## config.mk

```make
export PLATFORM = sky130hd
export DESIGN_NAME = matmul_sequencer_flat
export DESIGN_NICKNAME = d
export VERILOG_FILES = /design/src/rtl/matmul_sequencer_if.sv /design/src/rtl/matmul_sequencer.sv /design/src/flat_wrapper.sv
export SDC_FILE = /design/constraint.sdc
export NUM_CORES = 1
export LEC_CHECK = 0
export BUFFER_PORTS_ARGS = -buffer_cell sky130_fd_sc_hd__buf_4
export CAP_MARGIN = 20
export CORE_ASPECT_RATIO = 0.7
export CORE_MARGIN = 2
export CORE_UTILIZATION = 46
export DETAILED_ROUTE_END_ITERATION = 16
export PLACE_DENSITY = 0.81
export SYNTH_ARGS = -nofsm -noshare
export SYNTH_HDL_FRONTEND = slang
export SYNTH_SLANG_ARGS = --single-unit
```

## constraint.sdc

```tcl
create_clock -name clk -period 1.78 [get_ports clk]
set_input_delay 0.356 -clock clk [delete_from_list [all_inputs] [get_ports clk]]
set_output_delay 0.356 -clock clk [all_outputs]
set_load 0.01 [all_outputs]
```

## src/rtl/matmul_sequencer_if.sv

```systemverilog
// Bus bundle between the matmul sequencer and its environment.
// The environment is the host, the operand memories and the MAC datapath.
// The master side is the sequencer; the slave side is the environment.
interface matmul_sequencer_if #(
   parameter int DW = 4,
   parameter int RW = 10,
   parameter int AW = 2
);
   logic              start;
   logic              busy;
   logic              done;
   logic [AW-1:0]     w_addr;
   logic [AW-1:0]     x_addr;
   logic              rd_en;
   logic [3*DW-1:0]   w_rdata;
   logic [3*DW-1:0]   x_rdata;
   logic [DW-1:0]     data_w1;
   logic [DW-1:0]     data_w2;
   logic [DW-1:0]     data_w3;
   logic [DW-1:0]     data_x1;
   logic [DW-1:0]     data_x2;
   logic [DW-1:0]     data_x3;
   logic [8:0]        load;
   logic [8:0]        clear;
   logic              unload_res;
   logic [RW-1:0]     mm_data_out;
   logic [RW-1:0]     res_data;
   logic [3:0]        res_idx;
   logic              res_valid;

   modport master (
      input  start, w_rdata, x_rdata, mm_data_out,
      output busy, done, w_addr, x_addr, rd_en,
             data_w1, data_w2, data_w3, data_x1, data_x2, data_x3,
             load, clear, unload_res, res_data, res_idx, res_valid
   );

   modport slave (
      output start, w_rdata, x_rdata, mm_data_out,
      input  busy, done, w_addr, x_addr, rd_en,
             data_w1, data_w2, data_w3, data_x1, data_x2, data_x3,
             load, clear, unload_res, res_data, res_idx, res_valid
   );
endinterface

```

## src/rtl/matmul_sequencer.sv

```systemverilog
// Control sequencer for the 3x3 MAC-array matrix multiplier.
// Each operation runs the steps CLEAR, then FETCH of three operand
// steps, then DRAIN, then UNLOAD of nine results, then DONE.
module matmul_sequencer #(
   parameter int DW = 4,
   parameter int RW = 10,
   parameter int AW = 2
) (
   input  logic               clk,
   input  logic               rst,
   matmul_sequencer_if.master bus
);
   typedef enum logic [2:0] {
      S_IDLE, S_CLEAR, S_FETCH, S_DRAIN, S_UNLOAD, S_DONE
   } state_t;

   state_t         state_q, state_d;
   logic [1:0]     k_q, k_d;
   logic [3:0]     idx_q, idx_d;
   logic           rd_en;
   logic           v1_q, v2_q;
   logic [DW-1:0]  w1_q, w2_q, w3_q, x1_q, x2_q, x3_q;
   logic [RW-1:0]  res_data_q;
   logic [3:0]     res_idx_q;
   logic           res_valid_q;

   // State and step/index counters
   always_ff @(posedge clk or posedge rst) begin
      if (rst) begin
         state_q <= S_IDLE;
         k_q     <= '0;
         idx_q   <= '0;
      end else begin
         state_q <= state_d;
         k_q     <= k_d;
         idx_q   <= idx_d;
      end
   end

   // Next state; k counts FETCH steps and then reuses for the two DRAIN cycles
   always_comb begin
      state_d = state_q;
      k_d     = k_q;
      idx_d   = idx_q;
      unique case (state_q)
         S_IDLE:   if (bus.start) state_d = S_CLEAR;
         S_CLEAR:  begin
            state_d = S_FETCH;
            k_d     = '0;
         end
         S_FETCH:  begin
            if (k_q == 2'd2) begin
               state_d = S_DRAIN;
               k_d     = '0;
            end else begin
               k_d = k_q + 2'd1;
            end
         end
         S_DRAIN:  begin
            if (k_q == 2'd1) begin
               state_d = S_UNLOAD;
               k_d     = '0;
               idx_d   = '0;
            end else begin
               k_d = k_q + 2'd1;
            end
         end
         S_UNLOAD: begin
            if (idx_q == 4'd8) begin
               state_d = S_DONE;
               idx_d   = '0;
            end else begin
               idx_d = idx_q + 4'd1;
            end
         end
         S_DONE:   state_d = S_IDLE;
         default:  begin
            state_d = S_IDLE;
            k_d     = '0;
            idx_d   = '0;
         end
      endcase
   end

   assign rd_en = (state_q == S_FETCH);

   // Two-stage read-valid pipeline: v1 marks rdata valid, v2 marks data regs valid
   always_ff @(posedge clk or posedge rst) begin
      if (rst) begin
         v1_q <= 1'b0;
         v2_q <= 1'b0;
         w1_q <= '0;
         w2_q <= '0;
         w3_q <= '0;
         x1_q <= '0;
         x2_q <= '0;
         x3_q <= '0;
      end else begin
         v1_q <= rd_en;
         v2_q <= v1_q;
         if (v1_q) begin
            w1_q <= bus.w_rdata[DW-1:0];
            w2_q <= bus.w_rdata[2*DW-1:DW];
            w3_q <= bus.w_rdata[3*DW-1:2*DW];
            x1_q <= bus.x_rdata[DW-1:0];
            x2_q <= bus.x_rdata[2*DW-1:DW];
            x3_q <= bus.x_rdata[3*DW-1:2*DW];
         end
      end
   end

   // Result capture; the datapath index is not trusted, so res_idx comes from idx
   always_ff @(posedge clk or posedge rst) begin
      if (rst) begin
         res_data_q  <= '0;
         res_idx_q   <= '0;
         res_valid_q <= 1'b0;
      end else begin
         res_valid_q <= (state_q == S_UNLOAD);
         if (state_q == S_UNLOAD) begin
            res_data_q <= bus.mm_data_out;
            res_idx_q  <= idx_q;
         end
      end
   end

   assign bus.busy       = (state_q != S_IDLE);
   assign bus.done       = (state_q == S_DONE);
   assign bus.rd_en      = rd_en;
   assign bus.w_addr     = rd_en ? AW'(k_q) : '0;
   assign bus.x_addr     = rd_en ? AW'(k_q) : '0;
   assign bus.data_w1    = w1_q;
   assign bus.data_w2    = w2_q;
   assign bus.data_w3    = w3_q;
   assign bus.data_x1    = x1_q;
   assign bus.data_x2    = x2_q;
   assign bus.data_x3    = x3_q;
   assign bus.load       = {9{v2_q}};
   assign bus.clear      = {9{state_q == S_CLEAR}};
   assign bus.unload_res = (state_q == S_UNLOAD);
   assign bus.res_data   = res_data_q;
   assign bus.res_idx    = res_idx_q;
   assign bus.res_valid  = res_valid_q;
endmodule

```

## src/flat_wrapper.sv

```systemverilog
// flat-port wrapper written by rule: the top's interface ports become plain ports
module matmul_sequencer_flat 
#(
   parameter int DW = 4,
   parameter int RW = 10,
   parameter int AW = 2
)
  (clk, rst, bus_start, bus_w_rdata, bus_x_rdata, bus_mm_data_out, bus_busy, bus_done, bus_w_addr, bus_x_addr, bus_rd_en, bus_data_w1, bus_data_w2, bus_data_w3, bus_data_x1, bus_data_x2, bus_data_x3, bus_load, bus_clear, bus_unload_res, bus_res_data, bus_res_idx, bus_res_valid);
  matmul_sequencer_if #(.DW(DW), .RW(RW), .AW(AW)) bus_i ();
  input  logic clk;
  input  logic rst;
  input wire logic [$bits(bus_i.start)-1:0] bus_start;
  input wire logic [$bits(bus_i.w_rdata)-1:0] bus_w_rdata;
  input wire logic [$bits(bus_i.x_rdata)-1:0] bus_x_rdata;
  input wire logic [$bits(bus_i.mm_data_out)-1:0] bus_mm_data_out;
  output wire logic [$bits(bus_i.busy)-1:0] bus_busy;
  output wire logic [$bits(bus_i.done)-1:0] bus_done;
  output wire logic [$bits(bus_i.w_addr)-1:0] bus_w_addr;
  output wire logic [$bits(bus_i.x_addr)-1:0] bus_x_addr;
  output wire logic [$bits(bus_i.rd_en)-1:0] bus_rd_en;
  output wire logic [$bits(bus_i.data_w1)-1:0] bus_data_w1;
  output wire logic [$bits(bus_i.data_w2)-1:0] bus_data_w2;
  output wire logic [$bits(bus_i.data_w3)-1:0] bus_data_w3;
  output wire logic [$bits(bus_i.data_x1)-1:0] bus_data_x1;
  output wire logic [$bits(bus_i.data_x2)-1:0] bus_data_x2;
  output wire logic [$bits(bus_i.data_x3)-1:0] bus_data_x3;
  output wire logic [$bits(bus_i.load)-1:0] bus_load;
  output wire logic [$bits(bus_i.clear)-1:0] bus_clear;
  output wire logic [$bits(bus_i.unload_res)-1:0] bus_unload_res;
  output wire logic [$bits(bus_i.res_data)-1:0] bus_res_data;
  output wire logic [$bits(bus_i.res_idx)-1:0] bus_res_idx;
  output wire logic [$bits(bus_i.res_valid)-1:0] bus_res_valid;
  assign bus_i.start = bus_start;
  assign bus_i.w_rdata = bus_w_rdata;
  assign bus_i.x_rdata = bus_x_rdata;
  assign bus_i.mm_data_out = bus_mm_data_out;
  assign bus_busy = bus_i.busy;
  assign bus_done = bus_i.done;
  assign bus_w_addr = bus_i.w_addr;
  assign bus_x_addr = bus_i.x_addr;
  assign bus_rd_en = bus_i.rd_en;
  assign bus_data_w1 = bus_i.data_w1;
  assign bus_data_w2 = bus_i.data_w2;
  assign bus_data_w3 = bus_i.data_w3;
  assign bus_data_x1 = bus_i.data_x1;
  assign bus_data_x2 = bus_i.data_x2;
  assign bus_data_x3 = bus_i.data_x3;
  assign bus_load = bus_i.load;
  assign bus_clear = bus_i.clear;
  assign bus_unload_res = bus_i.unload_res;
  assign bus_res_data = bus_i.res_data;
  assign bus_res_idx = bus_i.res_idx;
  assign bus_res_valid = bus_i.res_valid;
  matmul_sequencer #(.DW(DW), .RW(RW), .AW(AW)) u_core (.clk(clk), .rst(rst), .bus(bus_i));
endmodule
```

* Yosys cells after proc, flatten, opt, wreduce, memory -nomap -nowiden
Index checks and enable logic that the tools add are counted.
Word-level totals: register bits 50, input bits 37, output and inout bits 65, logic and storage cells 47
Operators by class: $add $sub $neg 2, eq/ne operators 12, mux-type cells 12, bitwise logic cells 1, reduce and logical (&&, ||, !) cells 6
Operators with widths (number):
- one-hot mux 3 bit (5 select lines) | 1
- 2-to-1 mux 3 bit | 4
- one-hot mux 4 bit (3 select lines) | 1
- 2-to-1 mux 4 bit | 2
- == test 3 x 2 -> 1 bit (second input constant) | 2
- == test 3 bit (second input constant) | 2
- 2-to-1 mux 2 bit | 3
- one-hot mux 2 bit (3 select lines) | 1
- adder 4 x 1 -> 4 bit (second input constant) | 1
- == test 4 bit (second input constant) | 1
- != test 2 x 1 -> 1 bit (second input constant) | 2
- != test 2 bit (second input constant) | 2
- AND reduction 4 bit | 1
- OR reduction 4 bit | 1
- == test 3 x 1 -> 1 bit (second input constant) | 1
- logical NOT 3 bit | 1
- nonzero test 3 bit | 1
- OR reduction 3 bit | 1
- adder 2 x 1 -> 2 bit (second input constant) | 1
- == test 2 x 1 -> 1 bit (second input constant) | 1
- == test 2 bit (second input constant) | 1
- AND reduction 2 bit | 1
- NOT 1 bit | 1

* Depth between registers and ports, before layout
Gate-level depths: netlist of run 1.
word-level depth 4, mapped depth 5, mapped depth without buffers 5

* Worst setup path after synthesis of run 1
Ideal clock, no wire load.
kind register -> output, start reg u_core.state_q[1], end out bus_clear[1], arrival 1.294 ns, required time 1.424 ns, slack 0.130 ns, cell stages (with the launch flop) 5, buffers on the path 2, cells stage by stage dfrtp_1 -> buf_4 -> nand2b_1 -> nor2_1 -> buf_4
On the way: word-level cells in the longest chain between the ends 1
RTL lines:
- start, declared | RTL line matmul_sequencer.sv:17 | state_t state_q, state_d;
- start signal, assigned | RTL line matmul_sequencer.sv:34 | state_q <= state_d;
- == test 3 x 1 -> 1 bit | RTL line matmul_sequencer.sv:139 | assign bus.clear = {9{state_q == S_CLEAR}};
- end, declared | RTL line flat_wrapper.sv:28 | output wire logic [$bits(bus_i.clear)-1:0] bus_clear;
Every way passes these cells.

* Final worst setup path of run 1
start reg u_core.state_q[2], end out bus_w_addr[0]
On the way: word-level cells in the longest chain between the ends 2
RTL lines:
- == test 3 x 2 -> 1 bit | RTL line matmul_sequencer.sv:85 | assign rd_en = (state_q == S_FETCH);
- 2-to-1 mux 2 bit | RTL line matmul_sequencer.sv:130 | assign bus.w_addr = rd_en ? AW'(k_q) : '0;
- end, declared | RTL line flat_wrapper.sv:18 | output wire logic [$bits(bus_i.w_addr)-1:0] bus_w_addr;
Every way passes these cells.

==> impl_metrics.tcl, run 1 <==
set metrics [dict create \
    fp.dieW_um 86.7 \
    gp_congestion 0.771 \
    tns_ns 0 \
    core_region_area_um2 4700 \
    clk_pin_slew_ns 0.09 \
    nets 295 \
    critPathMaxFanout 6 \
    ff2ff_path_depth 4 \
    num_vias 1516 \
    final_common_cell "buf_4" \
    clkSinkCount 50 \
    drv_cap 0 \
    whs_ns 0.0553 \
    worstSetupStartpoint "u_core.state_q[2]" \
    via_per_inst 4.83 \
    fillers 382 \
    cp.buffers_inverters 1 \
    start_util_pct 46.8 \
    synth_warnings 0 \
    antenna_found_initial 0 \
    setup_slack_ns 0.0580 \
    dp_slack_ns 0.261 \
    drtAntennaViolNets 0 \
    timing.fmax_mhz 581 \
    multi_input_area_um2 723 \
    avgSynthCellArea_um2 13.4 \
    seq_area_um2 1250 \
    worst_ep_required_time_ns 1.42 \
    clkLatencyLatePin_ns 0.29 \
    rsz0062_at_grt "true" \
    cp.depth 4 \
    r2r-start "u_core.state_q[1]" \
    yosysTopAreaCellShare_pct 56.8 \
    netlist-cell-type-count 33 \
    place.port_buffers 101 \
    drc 0 \
    wire_per_inst_um 14.4 \
    syn_to_final_growth_pct 39.7 \
    final_area_um2 3080 \
    first_iter_violations 51 \
    layout_common_cells "108 x buf_4, 47 x dfrtp_1, 38 x mux2_2" \
    regToRegSetupSlack_ns 0.14 \
    hold_class "in2async" \
    ys_ff_latch 50 \
    finalCritPeriodShare_pct 96.7 \
    power_density_nw_per_um2 1730 \
    grt_pass1_vias 1402 \
    layout-drive-gt1-share_pct 64.6 \
    arrival_ns 1.37 \
    clock_path_buffers 2 \
    hold_violations 0 \
    cts_made_buffers 5 \
    dieArea_um2 5370 \
    grt_max_degree 32 \
    slowest_stage "dfrtp_2" \
    worst_pin_slew_ns 0.421 \
    netlist_top_cells_area "dfrtp_1 57%, mux2_2 19%, buf_4 6.8%" \
    peakVddDrop_mv 0.819 \
    antenna_cells 0 \
    htreeDepth 2 \
    crit_path_start_kind "register" \
    path_delay_family "simple AND/OR/NAND/NOR gates" \
    wirelength_um 4510 \
    num_rows 21 \
    grt_pass1_wl_um 6600 \
    place.detailed.hpwl_um 3230 \
    period_needed_ns 1.72 \
    die_y_um 61.9 \
    synthCells 164 \
    leakagePower_nw 1.50 \
    path_class "reg2out" \
    crit_path_max_incr_delay_ns 0.44 \
    status "finished, final reports clean" \
    crit_chain "nand2b_2 > nor2_2 > and2_1 > buf_4" \
    syn_nets 203 \
    report.final.slew_viol_count 0 \
    synth_area_um2 2200 \
    io_pins 102 \
    r2r-end "u_core.bus.res_data[4]" \
    cts_root_buf "clkbuf_8" \
    gr-total-overflow 0 \
    endpoint "bus_w_addr[0]" \
    yosysTopAreaCell "dfrtp_1" \
    yosysSeqAreaShare_pct 56.8 \
    worst_setup_path_end_kind "output pin" \
    postPlaceCellArea_um2 2900 \
    max_slew_margin_pct 71.9 \
    hold_buffers 0 \
    setup_viol 0 \
    cts_tree "yes" \
    finClkSkew_ns 0.00514 \
    grt.total_usage_pct 16.2 \
    firstDrtPassIters 5 \
]
-- through the flow --
step | instances | power [mW] | util (%)
6_report | 314 | 5.32 | 65.4
5_1_grt | 314 | 5.68 | 65.4
4_1_cts | 312 | 5.34 | 65.0
3_5_place_dp | 301 | 4.51 | 61.6
3_3_place_gp | 301 | 4.44 | 61.6
2_1_floorplan | 164 | 3.47 | -
-- cells by family after synthesis --
kind of cell | Yosys count | synth area share, %
adders and majority gates | 3 | 1.59
and+or+nand+nor | 21 | 6.19
AOI/OAI and AO/OA | 16 | 4.94
muxes | 39 | 19.9
buffers and inverters | 35 | 10.6
DFF | 50 | 56.8
-- timing repair --
action,in CTS,in global routing
setup endpoints to repair,5,12
cloned,1,0
pin swaps,1,0
setup buffers,2,2
resized for setup,3,2
-- report_power, final --
part | internal (mW) | total (mW) | leakage, nW | switching (mW)
registers | 1.65 | 1.99 | 0.601 | 0.342
clock network | 0.414 | 0.773 | 0.0579 | 0.359
logic | 1.50 | 2.56 | 0.845 | 1.06
total | 3.56 | 5.32 | 1.50 | 1.76
-- metal layers --
layer | GRT usage [%] | up-vias | wire, um
li1 | - | 724 | -
met1 | 21.8 | 720 | 2050
met2 | 25.7 | 69 | 2050
met3 | 5.68 | 3 | 400
met4 | 4.02 | 0 | 17
met5 | 0 | - | 0
-- worst min path at each step --
| stage | start | endpoint | cells after the start | slack [ns] |
|---|---|---|---|---|
| 2_1_floorplan | u_core.v1_q | u_core.v2_q | 0 | 0.35 |
| 3_3_place_gp | u_core.v1_q | u_core.v2_q | 0 | 0.36 |
| 3_5_place_dp | u_core.v1_q | u_core.v2_q | 0 | 0.36 |
| 4_1_cts | rst | u_core.bus.data_x3[3] | 2 | 0.06 |
| 5_1_grt | rst | u_core.bus.data_x3[3] | 2 | 0.07 |
| 6_report | rst | u_core.bus.data_x3[3] | 2 | 0.06 |
-- cell usage after synthesis --
master     number
o21ai_0         3
o2111ai_1       1
nand3b_1        2
a211oi_1        1
dfrtp_1        50
o211ai_1        2
nor3_1          1
and2b_1         1
o22ai_1         2
nand3_1         1
mux2i_1         1
mux2_2         38
a21o_1          1
buf_2           3
and4b_1         1
and2_1          1
a31o_2          1
nand2_1         3
inv_1           9
buf_6           3
buf_4          20
nor3b_4         1
or2b_2          1
nand4_1         1
nand2b_1        3
ha_1            2
o21a_1          1
maj3_1          1
nor2_1          4
and3b_1         1
a22o_1          1
o21ai_1         2
o31ai_1         1
-- sequential cells by signal, indices dropped and copies added (netlist names) --
name                  cells
u_core.state_q            3
u_core.v1_q               1
u_core.bus.data_x1        4
u_core.bus.res_data      10
u_core.bus.data_w1        4
u_core.bus.res_idx        4
u_core.bus.data_w3        4
u_core.bus.data_w2        4
u_core.idx_q              4
u_core.k_q                2
u_core.v2_q               1
u_core.bus.data_x2        4
u_core.bus.data_x3        4
u_core.bus.res_valid      1
-- layout make-up --
cell class / count / share of cell area [%]
sequential: 50 / 40.8
timing repair buffer: 111 / 28.7
multi-input combinational: 79 / 23.5
tap: 57 / 2.32
clock buffer: 5 / 2.24
clock inverter: 3 / 1.30
inverter: 9 / 1.10
Note: power is estimated with default switching activity, not from simulation.
==> run 2: changes to the inputs <==
Settings changed: ABC_CLOCK_PERIOD_IN_PS set to 1780, REMOVE_ABC_BUFFERS set to 1.
==> run 2 against run 1 <==
  * Sequential share of layout area is 0.083 points higher
  * Register-to-register slack better by 0.13 ns
  * Count of clock-buffer cells in the layout is 1 higher
  * Sequential cell count stayed put
  * Cell count stayed put
  * Fmax is 1.4% higher
  * Clock skew is 0.0037 ns higher
  * Total power is 0.55% higher
  * First-iteration DRC count is 65% lower
  * Setup slack better by 0.023 ns
  * Via count is 0.26% lower
  * Critical path depth stayed put
==> impl_metrics.tcl, run 2 (synthesis gave the netlist of run 1 again) <==
set metrics [dict create \
    finalCritPeriodShare_pct 95.5 \
    cts_tree "yes" \
    grt_max_degree 51 \
    grt_pass1_vias 1362 \
    setup_viol 0 \
    regToRegSetupSlack_ns 0.27 \
    largest_reg_flops 10 \
    endpoint "bus_clear[4]" \
    clk_pin_slew_ns 0.09 \
    setup_slack_ns 0.0810 \
    crit_path_start_kind "register" \
    clock_path_buffers 2 \
    rsz0062_at_grt "false" \
    grt_pass1_wl_um 6090 \
    worst_pin_slew_ns 0.303 \
    max_slew_margin_pct 79.8 \
    layout-drive-gt1-share_pct 64.6 \
    gp_congestion 0.833 \
    syn_to_final_growth_pct 39.4 \
    hold_class "in2async" \
    period_needed_ns 1.70 \
    grt.total_usage_pct 14.9 \
    r2r-end "u_core.bus.res_data[3]" \
    critPathMaxFanout 9 \
    peakVddDrop_mv 0.848 \
    gr-total-overflow 0 \
    timing.fmax_mhz 589 \
    leakagePower_nw 1.51 \
    die_y_um 61.9 \
    antenna_found_initial 0 \
    groute.layer.met1.usage_pct 19.5 \
    worst_ep_required_time_ns 1.42 \
    path_class "reg2out" \
    worst_setup_path_end_kind "output pin" \
    clkLatencyLatePin_ns 0.30 \
    cts_made_buffers 5 \
    dieArea_um2 5370 \
    via_per_inst 4.82 \
    r2r-start "u_core.state_q[0]" \
    report.final.slew_viol_count 0 \
    total_power_mw 5.35 \
    start_util_pct 46.8 \
    fp.dieW_um 86.7 \
    cts_root_buf "clkbuf_8" \
    drtAntennaViolNets 0 \
    status "finished, final reports clean" \
    drv_cap 0 \
    arrival_ns 1.34 \
    ff2ff_path_depth 4 \
    core_region_area_um2 4700 \
    worstSetupStartpoint "u_core.state_q[1]" \
    htreeDepth 2 \
    use_met2_pct 23.8 \
    clkSinkCount 50 \
    hold_violations 0 \
    num_rows 21 \
    nets 295 \
    power_density_nw_per_um2 1740 \
    wire_per_inst_um 13.6 \
    whs_ns 0.0857 \
    drc 0 \
    dp_slack_ns 0.276 \
    wirelength_um 4280 \
    antenna_cells 0 \
    first_iter_violations 18 \
    place.detailed.hpwl_um 3090 \
    top_usage_layer "met2" \
    groute.layer.met3.usage_pct 5.42 \
    place.port_buffers 101 \
    firstDrtPassIters 4 \
    hold_buffers 0 \
    fillers 375 \
    layout_common_cells "108 x buf_4, 47 x dfrtp_1, 38 x mux2_2" \
    final_common_cell "buf_4" \
    finClkSkew_ns 0.00887 \
    num_vias 1512 \
    io_pins 102 \
]
==> run 2: timing repair <==
item | in CTS | in global routing
gates resized for setup | 4 | 4
buffers inserted | 0 | 5
setup endpoints to repair | 5 | 14
==> run 2: final cells by class <==
class | count | area [um2] | area share, %
sequential | 50 | 1250 | 40.9
clock inverter | 2 | 38.8 | 1.26
clock buffer | 6 | 82.6 | 2.69
multi-input combinational | 79 | 733 | 23.9
timing repair buffer | 111 | 855 | 27.8
tap | 57 | 71.3 | 2.32
inverter | 9 | 33.8 | 1.10
==> run 2: critical path: stages (launching register included) <==
cell and delay (ns):
dfrtp_2 0.47, nand2b_1 0.20, nor2_1 0.10, buf_4 0.15, buf_4 0.13
==> run 2: per-stage QoR <==
| step | utilization [%] | setup TNS, ns | instance area (um2) | instances |
|---|---|---|---|---|
| 5_1_grt | 65.3 | 0 | 3070 | 314 |
| 6_report | 65.3 | 0 | 3070 | 314 |
| 4_1_cts | 64.1 | 0 | 3010 | 309 |
| 2_1_floorplan | - | -3.26 | 2000 | 138 |
| 3_5_place_dp | 61.3 | 0 | 2880 | 301 |
| 3_3_place_gp | 61.3 | 0 | 2880 | 301 |
==> run 2: layer usage <==
| layer | up-vias | part of all wire, % |
|---|---|---|
| li1 | 730 | - |
| met1 | 714 | 47 |
| met2 | 65 | 44 |
| met3 | 3 | 8.8 |
| met4 | 0 | 0.63 |
| met5 | - | 0 |
==> run 2: worst min path at each step <==
stage | slack [ns] | cells past startpoint | startpoint | to
2_1_floorplan | 0.51 | 1 | bus_mm_data_out[0] | u_core.bus.res_data[0]
3_3_place_gp | 0.43 | 3 | rst | u_core.bus.data_x3[2]
3_5_place_dp | 0.43 | 3 | rst | u_core.bus.data_x3[2]
4_1_cts | 0.09 | 3 | rst | u_core.bus.data_x3[2]
5_1_grt | 0.1 | 3 | rst | u_core.bus.data_w1[3]
6_report | 0.09 | 3 | rst | u_core.bus.data_x3[2]
==> run 2: power by group <==
part	leakage (nW)	switching, mW	internal, mW
Sequential	0.601	0.355	1.65
Combinational	0.843	1.05	1.46
Clock	0.0618	0.375	0.462
